$ cat src/rtl/g_reg_file_sb.sv
// General-register file with a per-register pending-write counter scoreboard, 2 read / 2 write-back ports.
// Reads, hazard, full and busy are combinational (0 cycles); write-backs and reservations land at the edge.
module g_reg_file_sb #(
  parameter int W_OPR   = 32,
  parameter int REG_N   = 16,
  parameter int W_RD    = $clog2(REG_N),
  parameter int CNT_W   = 2,
  parameter int ZERO_R0 = 0,
  parameter int BYPASS  = 1
) (
  input  logic             clk,
  input  logic             reset,
  input  logic             issue_i,
  input  logic [W_RD-1:0]  rd_i,
  input  logic [W_RD-1:0]  r0_i,
  input  logic [W_RD-1:0]  r1_i,
  input  logic             rd_en0_i,
  input  logic             rd_en1_i,
  output logic [W_OPR-1:0] r_opr0_o,
  output logic [W_OPR-1:0] r_opr1_o,
  output logic             reserved_o,
  output logic             reserve_full_o,
  output logic             busy_o,
  input  logic             wb0_i,
  input  logic [W_RD-1:0]  wb0_r_i,
  input  logic [W_OPR-1:0] wb0_data_i,
  input  logic             wb1_i,
  input  logic [W_RD-1:0]  wb1_r_i,
  input  logic [W_OPR-1:0] wb1_data_i,
  input  logic             flush_i
);

  localparam logic [CNT_W-1:0] CNT_MAX = '1;
  localparam logic             ZR      = (ZERO_R0 != 0);
  localparam logic             BP      = (BYPASS != 0);

  logic [W_OPR-1:0] data_q [REG_N];
  logic [CNT_W-1:0] cnt_q  [REG_N];
  logic [CNT_W-1:0] cnt_d  [REG_N];

  logic acc;
  logic wb0_we;
  logic wb1_we;

  assign reserve_full_o = (cnt_q[rd_i] == CNT_MAX);
  assign acc    = issue_i && !reserve_full_o && !(ZR && rd_i == '0);
  assign wb0_we = wb0_i && !(ZR && wb0_r_i == '0);
  assign wb1_we = wb1_i && !(ZR && wb1_r_i == '0);

  // inc is only possible below CNT_MAX, so sum always fits back into CNT_W bits
  for (genvar r = 0; r < REG_N; r++) begin : g_cnt
    logic             inc;
    logic [CNT_W:0]   dec;
    logic [CNT_W:0]   sum;
    assign inc = acc && (rd_i == W_RD'(r));
    assign dec = (CNT_W+1)'(wb0_i && (wb0_r_i == W_RD'(r)))
               + (CNT_W+1)'(wb1_i && (wb1_r_i == W_RD'(r)));
    assign sum = {1'b0, cnt_q[r]} + (CNT_W+1)'(inc);
    assign cnt_d[r] = flush_i     ? '0 :
                      (sum > dec) ? CNT_W'(sum - dec) : '0;
  end

  always_ff @(posedge clk or negedge reset) begin
    if (!reset) begin
      for (int r = 0; r < REG_N; r++) begin
        cnt_q[r]  <= '0;
        data_q[r] <= '0;
      end
    end else begin
      for (int r = 0; r < REG_N; r++) begin
        cnt_q[r] <= cnt_d[r];
        if (wb1_we && wb1_r_i == W_RD'(r)) begin
          data_q[r] <= wb1_data_i;
        end else if (wb0_we && wb0_r_i == W_RD'(r)) begin
          data_q[r] <= wb0_data_i;
        end
      end
    end
  end

  always_comb begin
    busy_o = 1'b0;
    for (int r = 0; r < REG_N; r++) begin
      busy_o = busy_o | (cnt_q[r] != '0);
    end
  end

  logic [W_RD-1:0]  rp_addr [2];
  logic             rp_en   [2];
  logic             rp_m0   [2];
  logic             rp_m1   [2];
  logic [CNT_W:0]   rp_nm   [2];
  logic [W_OPR-1:0] rp_dat  [2];
  logic             rp_haz  [2];

  assign rp_addr[0] = r0_i;
  assign rp_addr[1] = r1_i;
  assign rp_en[0]   = rd_en0_i;
  assign rp_en[1]   = rd_en1_i;

  // A bypassed write-back retires one pending write for hazard purposes
  always_comb begin
    for (int p = 0; p < 2; p++) begin
      rp_m0[p]  = BP && wb0_i && (wb0_r_i == rp_addr[p]) && !(ZR && rp_addr[p] == '0);
      rp_m1[p]  = BP && wb1_i && (wb1_r_i == rp_addr[p]) && !(ZR && rp_addr[p] == '0);
      rp_nm[p]  = (CNT_W+1)'(rp_m0[p]) + (CNT_W+1)'(rp_m1[p]);
      rp_dat[p] = data_q[rp_addr[p]];
      if (rp_m1[p]) begin
        rp_dat[p] = wb1_data_i;
      end else if (rp_m0[p]) begin
        rp_dat[p] = wb0_data_i;
      end
      if (ZR && rp_addr[p] == '0) begin
        rp_dat[p] = '0;
      end
      rp_haz[p] = rp_en[p] && ({1'b0, cnt_q[rp_addr[p]]} > rp_nm[p]);
    end
  end

  assign r_opr0_o   = rp_dat[0];
  assign r_opr1_o   = rp_dat[1];
  assign reserved_o = rp_haz[0] | rp_haz[1];

endmodule

$ cat config.mk
export PLATFORM = sky130hd
export DESIGN_NAME = g_reg_file_sb
export DESIGN_NICKNAME = d
export VERILOG_FILES = /design/src/rtl/g_reg_file_sb.sv
export SDC_FILE = /design/constraint.sdc
export NUM_CORES = 2
export LEC_CHECK = 0
export ABC_AREA = 1
export BUFFER_PORTS_ARGS = -buffer_cell sky130_fd_sc_hd__buf_4
export CAP_MARGIN = 20
export CORE_AREA = 2 2 315 317
export CTS_BUF_LIST = sky130_fd_sc_hd__clkbuf_8
export CTS_CLUSTER_SIZE = 30
export DETAILED_ROUTE_END_ITERATION = 6
export DIE_AREA = 0 0 317 319
export PLACE_DENSITY_LB_ADDON = 0.05
export REMOVE_ABC_BUFFERS = 1
export SLEW_MARGIN = 20
export SYNTH_ARGS = -nofsm -noshare
export SYNTH_HDL_FRONTEND = slang
export SYNTH_SLANG_ARGS = --single-unit
$ cat constraint.sdc
create_clock -name clk -period 4.05 [get_ports clk]
set_input_delay 0.81 -clock clk [delete_from_list [all_inputs] [get_ports clk]]
set_output_delay 0.81 -clock clk [all_outputs]
set_load 0.05 [all_outputs]
==> metrics.csv <==
metric;value;unit
run_status;finished, final reports clean;
hpwlAfterDp;102700;µm
vias_in_the_first_global_route;38860;
drt-total-wl;186700;µm
first_pass_grt_wire_length;271700;µm
power.share.combinational;0.283;
drt_iter0_drc;5172;
tritonroute_pass_1_iters;6;
worst_ep_arrival_time;2.91;ns
worst_r2r_startpoint;cnt_q[31]$_DFF_PN0_;
power_share_of_the_sequential_group;0.400;
power_switching_share;0.3770;
regArea;13610;µm²
delay_of_the_slowest_critical_path_stage;0.61;ns
drive_gt1_frac;0.08755;
final_min_period_over_clock_period;0.9182;
cts_root_buf;sky130_fd_sc_hd__clkbuf_8;
start_util;0.3966;
fillers;10210;
synth_enable_flop_cells;0;
antenna_found_initial;7;
final_critical_path_setup_slack;0.3313;ns
floorplan.die_area;101100;µm²
crit_slowest_cell;sky130_fd_sc_hd__buf_4;
maxSlewHeadroom;0.2907;
timing_hold_violations_final;0;
crit_top_cell;sky130_fd_sc_hd__nand3_1;
power_switching;6.864;mW
io_buffer_count;158;
areaGrowthSynthToFinish;10.43;%
whs_path_depth;3;
top_area_cells_in_the_synthesized_netlist;sky130_fd_sc_hd__dfrtp_1 (35%), sky130_fd_sc_hd__a21oi_1 (12%), sky130_fd_sc_hd__nand2_1 (11%);
critPathBufInv;4;
clock.fmax;268.9;MHz
postSynthRegisterBits;544;
dpl.cell_count;6755;
crit_required;3.24;ns
cts.sink_count;544;
leakagePower;19.29;nW
cts.reportedPaths.clkPinSlew;0.06;ns
synth_largest_type_area_fraction;0.3513;
min_from;wb1_data_i[11];
yosysUniqueCellTypes;33;
grt_overflow_total;0;
ir_drop;0.2307;mV
dpl_cell_area;40660;µm²
cell_internal_pwr;11.34;mW
dp_worst_setup_slack;0.3993;ns
r2r-end;cnt_q[11]$_DFF_PN0_;
antenna_violation_net_count_after_detailed_routing;0;
synth.cells.most_frequent;sky130_fd_sc_hd__nand2_1 (1,144), sky130_fd_sc_hd__a21oi_1 (923), sky130_fd_sc_hd__dfrtp_1 (544);
syn_avg_cell_area;6.712;µm²
ctsLongestPathBuffers;3;
routed_wire_length_per_instance;26.88;µm
die_x;317;µm
crit_path_cell_trace;buf_8 -> inv_4 -> buf_4 -> a21oi_1 -> o21ai_0 -> nand3_1 -> nand3_1 -> nand3_1 -> nand2_1 -> nand2_1 -> buf_4;
slew_viol_final;0;
critPathMaxFanout;45;
worst_slew_pin_slew;1.064;ns
synth_flop_cell;sky130_fd_sc_hd__dfrtp_1;
post-route-drc-count;0;
rr_worst_depth;18;
timing.critical_path.from_type;input pin;
final_period_minus_worst_setup_slack;3.719;ns
clock_buffers_created_by_tritoncts;108;
grt_max_degree;160;
yosysSeqAreaShare;0.3513;
max_cap_violations;0;
design_power_total;18.21;mW
synth_top_area_cell;sky130_fd_sc_hd__dfrtp_1;
groute.usage.overall;0.3633;
timing.setup.critical_path_class;input pin to output pin;
final-setup-viol-count;0;
timing.reg2reg.setup_slack;1.08;ns
power-per-cell-area;425.5;nW/µm²
finish.net_count;5773;
cts_tree;yes;
placementRows;115;
setup-tns-final;0;ns
core_region_area;97700;µm²
min-delay-path-class;input pin to register;
area_of_the_multi_input_gates;20920;µm²
critPathTopFamily;buffers and inverters;
gp_routability_congestion;0.8555;
final.setup_skew;0.009852;ns
routed-via-count;41940;
final_cell_area;42790;µm²
vias_per_cell;6.038;
end_kind;output pin;
io_pins;159;
clk_latency;0.79;ns
async_flop_share;1.000;
rsz0062_at_grt;false;
die_y;319;µm
syn-instance-count;5773;
syn-cell-area;38750;µm²
post-synth-top-count-cell;sky130_fd_sc_hd__nand2_1;
yosys_warnings;0;
instances_no_fill;6946;
pwr-share-clk;0.316;
hold_end;data_q[235]$_DFFE_PN0P_;
cts-htree-levels;3;
==> sequential cells by signal, indices dropped and copies added (netlist names) <==
register	flops
cnt_q	32
data_q	512
==> power groups by stage <==
stage	logic [mW]	registers, mW	clock network (mW)
finish	5.16	7.29	5.76
global route	5.70	7.43	6.06
CTS	5.11	7.28	5.81
detailed placement	5.09	7.37	0
global placement	5.03	7.35	0
floorplan	3.23	7.20	0
==> through the flow <==
| stage | hold slack [ns] | utilization |
|---|---|---|
| floorplan | 0.4921 | - |
| global placement | 0.5037 | 0.4162 |
| detailed placement | 0.5128 | 0.4162 |
| CTS | 0.2917 | 0.4379 |
| global route | 0.3311 | 0.4380 |
| finish | 0.3477 | 0.4380 |
==> logic make-up after synthesis <==
kind of cell | count (synthesis) | share of synthesized area
compound gates | 1878 | 0.2694
fa+ha+maj | 102 | 0.03603
simple gates | 2162 | 0.2310
xor+xnor | 1 | 0.0002261
flops | 544 | 0.3513
buf+inv | 1086 | 0.1120
==> per-layer routing <==
layer  GRT usage  part of all wire  vias to the layer above
li1            -                 -                    19060
met1      0.5005              0.42                    20170
met2      0.5539              0.44                     2219
met3     0.06587             0.092                      497
met4      0.1601             0.049                        0
met5           0                 0                        -
==> layout make-up <==
cell class / count / area share
timing repair buffer: 270 / 0.06041
clock inverter: 47 / 0.004941
clock buffer: 138 / 0.04438
antenna: 5 / 0.0002924
sequential: 544 / 0.3181
multi-input combinational: 4143 / 0.4888
inverter: 512 / 0.04541
tap: 1287 / 0.03763
==> placed cells by master, fill, tap and decap left out, drive strengths merged <==
cell	Yosys	final
o31ai	16	16
a32o	1	1
o22ai	5	5
o211ai	330	330
nand3	544	544
buf	256	269
nand3b	1	1
inv	508	544
dlygate4sd3	0	1
a31oi	129	129
dfrtp	544	544
or2	1	1
clkbuf	318	138
nor2	427	427
nand2	1144	1144
fa	16	16
o21bai	1	1
nor3	19	19
nor4	24	24
ha	86	86
o21ai	473	473
a21oi	923	923
diode	0	5
clkinvlp	0	1
xnor2	1	1
nand4	2	2
clkinv	4	14
==> how the worst max path moves through the flow <==
| stage | slack (ns) | endpoint | cells after the start | from |
|---|---|---|---|---|
| after global placement | 0.42 | reserved_o | 13 | r1_i[0] |
| after CTS | 0.36 | reserved_o | 11 | cnt_q[27]$_DFF_PN0_ |
| after detailed placement | 0.40 | cnt_q[21]$_DFF_PN0_ | 20 | rd_i[0] |
| after global routing | 0.23 | reserved_o | 11 | cnt_q[27]$_DFF_PN0_ |
| final | 0.33 | r_opr0_o[18] | 11 | r0_i[0] |
| after floorplan | -3.02 | reserved_o | 11 | r0_i[1] |
==> what timing repair did <==
| item | in CTS | in global routing |
|---|---|---|
| gates resized for setup | 0 | 0 |
| hold buffers | 1 | 0 |
| buffers inserted | 0 | 0 |
| endpoints found under the hold margin | 37 | 0 |
==> tightest hold or removal path, delay by kind of cell <==
family | cells | cell delay, ns
simple gates | 1 | 0.07
compound gates | 1 | 0.06
buf+inv | 1 | 0.15
(Power assumes the default switching activity.)
